==> config.mk <==
export PLATFORM = sky130hd
export DESIGN_NAME = key_time_entry
export DESIGN_NICKNAME = d
export VERILOG_FILES = /design/src/rtl/key_codes_pkg.sv /design/src/rtl/bcd_time_check.sv /design/src/rtl/key_time_entry.sv
export SDC_FILE = /design/constraint.sdc
export NUM_CORES = 1
export LEC_CHECK = 0
export CORE_UTILIZATION = 50
export CTS_CLUSTER_SIZE = 28
export DETAILED_ROUTE_END_ITERATION = 6
export PLACE_DENSITY_LB_ADDON = 0.08
export SYNTH_ARGS = -nofsm -noshare
export SYNTH_HDL_FRONTEND = slang
export SYNTH_SLANG_ARGS = --single-unit
export TNS_END_PERCENT = 5
==> constraint.sdc <==
create_clock -name CLK -period 2.29 [get_ports CLK]
set_input_delay 0.458 -clock CLK [delete_from_list [all_inputs] [get_ports CLK]]
set_output_delay 0.458 -clock CLK [all_outputs]
set_load 0.02 [all_outputs]
==> src/rtl/key_codes_pkg.sv <==
// Shared definitions for the keypad time-entry path.
// Holds the command key codes, the one-hot FSM state encoding and the BCD
// limits used when validating an HHMMSS value.
package key_codes_pkg;

    // Command key codes; 0-9 are digits, 14-15 carry no meaning.
    localparam logic [3:0] KEY_SET    = 4'd10;
    localparam logic [3:0] KEY_BKSP   = 4'd11;
    localparam logic [3:0] KEY_CANCEL = 4'd12;
    localparam logic [3:0] KEY_ENTER  = 4'd13;
    localparam logic [3:0] DIGIT_MAX  = 4'd9;

    localparam int NUM_DIGITS = 6;

    // BCD limits for a 24-hour HHMMSS value
    localparam logic [3:0] HT_MAX        = 4'd2;  // hours tens
    localparam logic [3:0] HU_MAX_AT_HT2 = 4'd3;  // hours units when tens is 2
    localparam logic [3:0] MS_TENS_MAX   = 4'd5;  // minutes/seconds tens
    localparam logic [3:0] UNIT_MAX      = 4'd9;  // any units nibble

    typedef enum logic [3:0] {
        ST_IDLE  = 4'b0001,
        ST_ENTRY = 4'b0010,
        ST_CHECK = 4'b0100,
        ST_WRITE = 4'b1000
    } state_t;

endpackage

==> src/rtl/bcd_time_check.sv <==
// Combinational validity check of a 24-bit BCD time {Ht,Hu,Mt,Mu,St,Su}.
// Ports:
//   bcd_time - time to check, hours tens in bits 23:20
//   valid    - 1 when the value is a legal 00:00:00..23:59:59 time
module bcd_time_check
    import key_codes_pkg::*;
(
    input  logic [23:0] bcd_time,
    output logic        valid
);

    logic [3:0] ht, hu, mt, mu, st, su;

    assign ht = bcd_time[23:20];
    assign hu = bcd_time[19:16];
    assign mt = bcd_time[15:12];
    assign mu = bcd_time[11:8];
    assign st = bcd_time[7:4];
    assign su = bcd_time[3:0];

    assign valid = (ht <= HT_MAX)
                 && !((ht == HT_MAX) && (hu > HU_MAX_AT_HT2))
                 && (mt <= MS_TENS_MAX)
                 && (st <= MS_TENS_MAX)
                 && (hu <= UNIT_MAX)
                 && (mu <= UNIT_MAX)
                 && (su <= UNIT_MAX);

endmodule

==> src/rtl/key_time_entry.sv <==
// Keypad-driven HHMMSS time entry with validation and RTC write handshake.
// Ports:
//   CLK, nRST     - clock, asynchronous active-low reset
//   KEY_Value     - key code from the keypad scanner
//   Value_en      - key valid; each rising edge is one key event
//   entry_active  - high while a time is being entered or checked
//   digit_cnt     - number of digits entered (0..6)
//   edit_bcd      - live edit buffer, unentered nibbles read as 0
//   time_bcd      - last committed valid time
//   wr_req/wr_ack - write handshake towards the RTC controller
//   done          - 1-cycle pulse on an acknowledged write
//   err           - 1-cycle pulse on a rejected key, bad time or timeout
module key_time_entry
    import key_codes_pkg::*;
#(
    parameter int ENTRY_TIMEOUT = 500000000,
    parameter int ACK_TIMEOUT   = 1000,
    parameter int CNT_W         = 29
) (
    input  logic        CLK,
    input  logic        nRST,
    input  logic [3:0]  KEY_Value,
    input  logic        Value_en,
    output logic        entry_active,
    output logic [2:0]  digit_cnt,
    output logic [23:0] edit_bcd,
    output logic [23:0] time_bcd,
    output logic        wr_req,
    input  logic        wr_ack,
    output logic        done,
    output logic        err
);

    localparam logic [CNT_W-1:0] ENTRY_LAST = CNT_W'(ENTRY_TIMEOUT - 1);
    localparam logic [CNT_W-1:0] ACK_LAST   = CNT_W'(ACK_TIMEOUT - 1);
    localparam logic [2:0]       FULL_CNT   = 3'(NUM_DIGITS);

    state_t           state_reg, state_next;
    logic             value_en_d_reg, key_evt_reg;
    logic [3:0]       key_code_reg;
    logic [CNT_W-1:0] cnt_reg, cnt_next;
    logic [23:0]      edit_reg, edit_next;
    logic [23:0]      time_reg, time_next;
    logic [2:0]       dcnt_reg, dcnt_next;
    logic             wr_req_reg, wr_req_next;
    logic             done_reg, done_next;
    logic             err_reg, err_next;
    logic             active_reg, active_next;
    logic [23:0]      wr_mask, clr_mask;
    logic             key_hit, time_ok;

    bcd_time_check u_check (
        .bcd_time (edit_reg),
        .valid    (time_ok)
    );

    // wr_mask selects the nibble the next digit lands in; clr_mask selects
    // the most recently entered nibble (the one a backspace removes).
    genvar gi;
    generate
        for (gi = 0; gi < NUM_DIGITS; gi++) begin : g_nib
            assign wr_mask[23-4*gi -: 4]  = (dcnt_reg == 3'(gi))     ? 4'hF : 4'h0;
            assign clr_mask[23-4*gi -: 4] = (dcnt_reg == 3'(gi + 1)) ? 4'hF : 4'h0;
        end
    endgenerate

    // Codes 14-15 are not events at all, so they do not refresh the timeout.
    assign key_hit = key_evt_reg && (key_code_reg <= KEY_ENTER);

    always_ff @(posedge CLK or negedge nRST) begin
        if (!nRST) begin
            value_en_d_reg <= 1'b0;
            key_evt_reg    <= 1'b0;
            key_code_reg   <= 4'd0;
            state_reg      <= ST_IDLE;
            cnt_reg        <= '0;
            edit_reg       <= '0;
            time_reg       <= '0;
            dcnt_reg       <= '0;
            wr_req_reg     <= 1'b0;
            done_reg       <= 1'b0;
            err_reg        <= 1'b0;
            active_reg     <= 1'b0;
        end else begin
            value_en_d_reg <= Value_en;
            key_evt_reg    <= Value_en && !value_en_d_reg;
            key_code_reg   <= KEY_Value;
            state_reg      <= state_next;
            cnt_reg        <= cnt_next;
            edit_reg       <= edit_next;
            time_reg       <= time_next;
            dcnt_reg       <= dcnt_next;
            wr_req_reg     <= wr_req_next;
            done_reg       <= done_next;
            err_reg        <= err_next;
            active_reg     <= active_next;
        end
    end

    always_comb begin
        state_next  = state_reg;
        cnt_next    = cnt_reg;
        edit_next   = edit_reg;
        dcnt_next   = dcnt_reg;
        time_next   = time_reg;
        wr_req_next = wr_req_reg;
        done_next   = 1'b0;
        err_next    = 1'b0;

        unique case (state_reg)
            ST_IDLE: begin
                cnt_next = '0;
                if (key_hit && (key_code_reg == KEY_SET)) begin
                    state_next = ST_ENTRY;
                    edit_next  = '0;
                    dcnt_next  = '0;
                end
            end

            ST_ENTRY: begin
                // A key arriving on the expiry cycle wins over the timeout.
                if (key_hit) begin
                    cnt_next = '0;
                    if (key_code_reg <= DIGIT_MAX) begin
                        if (dcnt_reg < FULL_CNT) begin
                            edit_next = (edit_reg & ~wr_mask)
                                      | ({NUM_DIGITS{key_code_reg}} & wr_mask);
                            dcnt_next = dcnt_reg + 3'd1;
                        end else begin
                            err_next = 1'b1;
                        end
                    end else begin
                        case (key_code_reg)
                            KEY_BKSP: begin
                                if (dcnt_reg != 3'd0) begin
                                    edit_next = edit_reg & ~clr_mask;
                                    dcnt_next = dcnt_reg - 3'd1;
                                end else begin
                                    err_next = 1'b1;
                                end
                            end
                            KEY_CANCEL: begin
                                state_next = ST_IDLE;
                                edit_next  = '0;
                                dcnt_next  = '0;
                            end
                            KEY_SET: begin
                                edit_next = '0;
                                dcnt_next = '0;
                            end
                            KEY_ENTER: begin
                                if (dcnt_reg == FULL_CNT) begin
                                    state_next = ST_CHECK;
                                end else begin
                                    err_next = 1'b1;
                                end
                            end
                            default: ;
                        endcase
                    end
                end else if (cnt_reg == ENTRY_LAST) begin
                    state_next = ST_IDLE;
                    edit_next  = '0;
                    dcnt_next  = '0;
                    cnt_next   = '0;
                    err_next   = 1'b1;
                end else begin
                    cnt_next = cnt_reg + 1'b1;
                end
            end

            ST_CHECK: begin
                cnt_next = '0;
                if (time_ok) begin
                    time_next   = edit_reg;
                    wr_req_next = 1'b1;
                    state_next  = ST_WRITE;
                end else begin
                    err_next   = 1'b1;
                    state_next = ST_ENTRY;
                    edit_next  = '0;
                    dcnt_next  = '0;
                end
            end

            ST_WRITE: begin
                if (wr_ack) begin
                    wr_req_next = 1'b0;
                    done_next   = 1'b1;
                    state_next  = ST_IDLE;
                    edit_next   = '0;
                    dcnt_next   = '0;
                    cnt_next    = '0;
                end else if (cnt_reg == ACK_LAST) begin
                    // time_bcd deliberately keeps the unacknowledged value.
                    wr_req_next = 1'b0;
                    err_next    = 1'b1;
                    state_next  = ST_IDLE;
                    edit_next   = '0;
                    dcnt_next   = '0;
                    cnt_next    = '0;
                end else begin
                    cnt_next = cnt_reg + 1'b1;
                end
            end

            default: begin
                state_next  = ST_IDLE;
                wr_req_next = 1'b0;
                cnt_next    = '0;
            end
        endcase

        active_next = (state_next == ST_ENTRY) || (state_next == ST_CHECK);
    end

    assign entry_active = active_reg;
    assign digit_cnt    = dcnt_reg;
    assign edit_bcd     = edit_reg;
    assign time_bcd     = time_reg;
    assign wr_req       = wr_req_reg;
    assign done         = done_reg;
    assign err          = err_reg;

endmodule

* Yosys cells after proc, flatten, opt, wreduce, memory -nomap -nowiden *
Index checks and enable logic that the tools add are counted.

word-level totals
  flip-flop bits (word level) = 94
  input port bits = 8
  output and inout bits = 55
  logic and storage cells = 141

operators by class
  add/subtract/negate cells = 3
  $lt $le $gt $ge = 10
  eq/ne operators = 27
  multiplexer cells = 61
  bitwise logic cells = 7
  reductions and logical operators = 21

operator list
  cell                     count
  $mux W24                 9
  $mux W29                 4
  $pmux W24 S4             1
  $and A24 B24 Y24         3
  $mux W4                  15
  $pmux W29 S2             1
  $not A24 Y24             2
  $pmux W24 S2             1
  $add A29 B1 Y29 const B  1
  $eq A29 B10 Y1 const B   1
  $eq A29 B29 Y1 const B   1
  $mux W3                  9
  $or A24 B24 Y24          1
  $eq A4 B4 Y1 const B     5
  $le A4 B4 Y1 const B     5
  $pmux W4 S4              1
  $mux W1                  14
  $eq A4 B2 Y1 const B     3
  $pmux W3 S4              1
  $logic_and A1 B1 Y1      10
  $eq A3 B3 Y1 const B     3
  $eq A4 B3 Y1 const B     2
  $le A4 B3 Y1 const B     2
  $pmux W4 S2              1
  26 further kinds         33

* Logic depth before layout (Yosys ltp) *
  word-level depth = 13
  gate-level depth with buffers = 9
  depth with buffers taken out = 8

* Modules after synthesis *
A second synthesis with hierarchy kept.

second synthesis, totals
  cell total of the unflattened synthesis = 410
  area, all modules = 4,530.6 um^2

modules (own cells, without submodules)
  module          instances  cells an instance  area each (um^2)  sequential area each (um^2)
  key_time_entry  1          401                4,474.3           2,353.5
  bcd_time_check  1          9                  56.3              0.0

* Least setup slack after synthesis *
Ideal clock, no wire load.

  kind = register to register
  start = register cnt_reg[20]
  end = register edit_reg[12], in the netlist edit_bcd[12]
  setup time = 0.121 ns
  arrival time = 2.170 ns
  required time = 2.169 ns
  path slack = -0.001 ns
  stages on the path, launching flop included = 8
  buffers on the path = 1
  period minus slack after synthesis = 2.291 ns
  cell sequence = dfrtp_1 > or4_4 > nor4_2 > a21oi_2 > nor4_4 > buf_6 > o221ai_4 > a22o_1

on the way
  longest elaborated chain between the ends = 3
  elaborated cells between the ends (all ways) = 5
  those cells by class = eq/ne (4); reduce/logical (1)

RTL lines
  element                                                  RTL line                                      source
  start: declaration                                       key_time_entry.sv:41                          logic [CNT_W-1:0] cnt_reg, cnt_next;
  start signal: assignment                                 key_time_entry.sv:89                          cnt_reg <= cnt_next;
  $eq A29 B29 Y1 / $eq A29 B10 Y1 (equally long branches)  key_time_entry.sv:161, key_time_entry.sv:194
  $ne A3 B3 Y1 (no line)                                   -
  $reduce_and A8 Y1 (no line) (*)                          -
  end signal: assignment                                   key_time_entry.sv:90                          edit_reg <= edit_next;
  end: declaration                                         key_time_entry.sv:42                          logic [23:0] edit_reg, edit_next;

Every way passes the cells marked *; elsewhere a longest branch is shown, timed or not.
A chain may end at the register's enable or synchronous reset.

* Final worst setup path *
  start = register state_reg[0]
  end = register edit_reg[14], in the netlist edit_bcd[14]

on the way
  longest elaborated chain between the ends = 3
  elaborated cells between the ends (all ways) = 14
  those cells by class = eq/ne (11); mux (1); reduce/logical (2)

RTL lines
  element                                               RTL line               source
  start: declaration                                    key_time_entry.sv:38   state_t state_reg, state_next;
  start signal: assignment                              key_time_entry.sv:88   state_reg <= state_next;
  $eq A4 B2 Y1, or another cell as far along            key_time_entry.sv:110  unique case (state_reg)
  $ne A5 B5 Y1 (no line), or another cell as far along  -
  $reduce_and A8 Y1 (no line)                           -

Parallel ways exist; a longest one is shown, timed or not.

==> results by group <==
Outcome
  • Outcome: finished, violations left
  • Failing checks: design-rule violations, negative setup slack

Clock network
  • Worst-path clk slew: 0.09 ns
  • Clk_lat worst skew: 0.37 ns
  • CTS tree: done
  • Max clock buf depth: 2
  • Clock Root Buffer: clkbuf_8
  • Clock sinks: 94
  • H-tree levels: 3
  • Cts bufs inserted: 9

Timing
  • Final Cycle Share: 102%
  • RSZ-0062 raised after global routing: true
  • Slew headroom: 51.9%
  • Final setup fails: 11
  • Clock skew: 0.0127 ns
  • Fin crit period: 2.33 ns
  • Slew Viols, Final: 0
  • Hold Fails Final Rpt: 0
  • Final worst-path setup slack: -0.0381 ns
  • Slew at the pin closest to its max-slew limit: 0.722 ns
  • FMAX: 430 MHz

Worst setup path
  • Family with the most delay on the worst path: compound AO/OA/AOI/OAI gates
  • Critical Path End Type: flop
  • Worst Path Required: 2.54 ns
  • Max FO, Critical Path: 4
  • CP peak stage delay: 0.54 ns
  • CP Launch Type: flop
  • Crit path arrival time: 2.58 ns
  • Slowest cell on the critical path: dfstp_2
  • Buf/Inv on CP: 1
  • CP cell instances: nor4bb_4 > nand4_1 > a221o_1 > nor4_4 > buf_4 > o221ai_4 > a22o_1
  • CP Class: flop to flop

Die
  • Row count: 34
  • Die area: 9610 um2
  • Height of the die: 98.0 um
  • Die width: 98.0 um
  • Core outline area: 8810 um2
  • I/O pins: 63
  • Initial Util: 52.3%

Routing
  • Drt total wl: 11.1 mm
  • First-pass DRT Iterations: 7
  • DR vias: 3749
  • Post-route DRC: 8
  • DR WL/cell: 16.3 um
  • Vias/cell: 5.52
  • Starting DRT DRC Count: 179
  • Routed Antenna Nets: 0

Power and ir drop
  • LEAKAGE: 2.83 nW
  • P per Cell Area: 534 nW/um2
  • IR drop worst, VDD: 0.455 mV

Logic synthesis
  • Post-synth top cells: dfrtp_1 (93), nor2_1 (40), o21ai_0 (23)
  • Number of synthesized register bits: 94
  • Part of the Yosys area used for sequential elements: 51.1%
  • Mapped Cells: 420
  • Count leader, synth: dfrtp_1
  • Top cells by area, synth: dfrtp_1 (50%), mux2_2 (4.9%), xor2_1 (4.0%), nor2_1 (3.3%), a22o_1 (3.0%)
  • Top FF cell, synth: dfrtp_1
  • Ys async rst share: 100%
  • Number of synthesized flops with an enable pin: 0
  • Post-synth cell types: 66
  • Warnings, synthesis: 0
  • Syn Nets: 435
  • Syn_area_per_cell: 11.0 um2
  • Cell Area, Synth: 4610 um2
  • Cell taking the most area after synthesis: dfrtp_1
  • Share of the synthesized area in the top cell type: 50.5%

Final layout
  • Nets: 581
  • Share of layout cells above drive strength 1: 27.8%
  • Area added between synthesis and finish: 35.4%
  • Final core area utilization: 70.9%
  • Max FFs per register: 29
  • Number of antenna repair diodes: 0
  • Non-filler instance count after layout: 679

Placed design
  • Final GP Congestion: 0.875
  • Hpwl dp: 8.03 mm
  • PortBufs: 62
  • Cells after DPL: 654

GRT
  • Total track usage: 24.7%
  • Largest net degree at the start of global routing: 59
  • Vias in the first global route: 3689
  • Grt ovf: 0
  • Initial antenna violation count: 0
  • First-pass GRT wire length: 18.6 mm

Worst hold path
  • Worst min-delay path class: input pin to asynchronous set/reset pin

Job
  • Max-cap violation count: 0
==> metrics by stage <==
stage	instance area (um2)	power, mW	worst slack (ns)	setup TNS (ns)	hold slack (ns)
finish	6240	3.33	-0.0381	-0.232	0.145
global route	6240	3.45	-0.137	-2.33	0.205
CTS	6210	3.34	-0.0347	-0.189	0.168
detailed placement	5890	2.10	-0.131	-1.85	0.392
global placement	5890	2.09	-0.0687	-0.753	0.383
floorplan	4630	1.91	0.00700	0	0.162
==> timing repair <==
item	CTS	global route
gates resized for setup	8	17
setup endpoints to repair	43	45
hold buffers	0	0
setup buffers	9	0
pin swaps	8	2
==> path summary, 6_finish.rpt <==
check	start	to	slack, ns	cells past startpoint
max	state_reg[0]	edit_bcd[14]	-0.04	7
min	nRST	time_bcd[12]	0.14	1
max reg2reg	state_reg[0]	edit_bcd[14]	-0.04	7
min reg2reg	value_en_d_reg	key_evt_reg	0.40	1
max in group asynchronous	nRST	time_bcd[18]	1.48	2
min in group CLK	value_en_d_reg	key_evt_reg	0.40	1
==> worst reg2reg max path, cell delays in order, from the launching register on <==
cell	delay, ns
dfstp_2	0.54
nor4bb_4	0.22
nand4_1	0.18
a221o_1	0.39
nor4_4	0.33
buf_4	0.20
o221ai_4	0.12
a22o_1	0.23
==> routing by layer <==
layer | vias to the layer above | part of all wire [%] | GRT usage, %
met5 | - | 0 | 0
met4 | 0 | 1.8 | 8.28
met3 | 16 | 4.9 | 3.58
met2 | 99 | 45 | 37.1
met1 | 1838 | 49 | 37.0
li1 | 1796 | - | -
==> power by group <==
part,internal [mW],switching (mW)
combinational,0.163,0.186
sequential,1.70,0.0388
clock,0.628,0.615
==> placed cells by master, fill, tap and decap left out, types with 9 or more instances in the layout <==
cell type	count
a22o_1	16
and3_1	14
buf_4	90
clkbuf_8	9
clkdlybuf4s50_1	61
dfrtp_1	92
inv_1	17
mux2_2	20
nand2_1	17
nand3_1	17
nand4_1	11
nor2_1	40
nor2b_1	9
o21ai_0	14
o21ai_1	9
xor2_1	21
==> cells by family (layout without fill, tap and decap cells) <==
family	count (synthesis)	in the layout	synth area share [%]
buffers and inverters	38	189	4.72
AND/OR/NAND/NOR	153	153	19.1
AO/OA/AOI/OAI	79	79	12.8
XOR/XNOR	29	29	5.51
multiplexers	20	20	4.89
adder cells (fa/ha/maj)	7	7	1.90
flip-flops	94	94	51.1
==> area by class of cell <==
| class | count | area, um2 |
|---|---|---|
| clock inverters | 6 | 93.8 |
| fillers | 639 | 2570 |
| repair buffers | 156 | 1360 |
| clock buffers | 10 | 128 |
| multi-input cells | 288 | 2100 |
| flip-flops and latches | 94 | 2350 |
| well taps | 108 | 135 |
| inverters | 17 | 63.8 |
(Power assumes the default switching activity.)
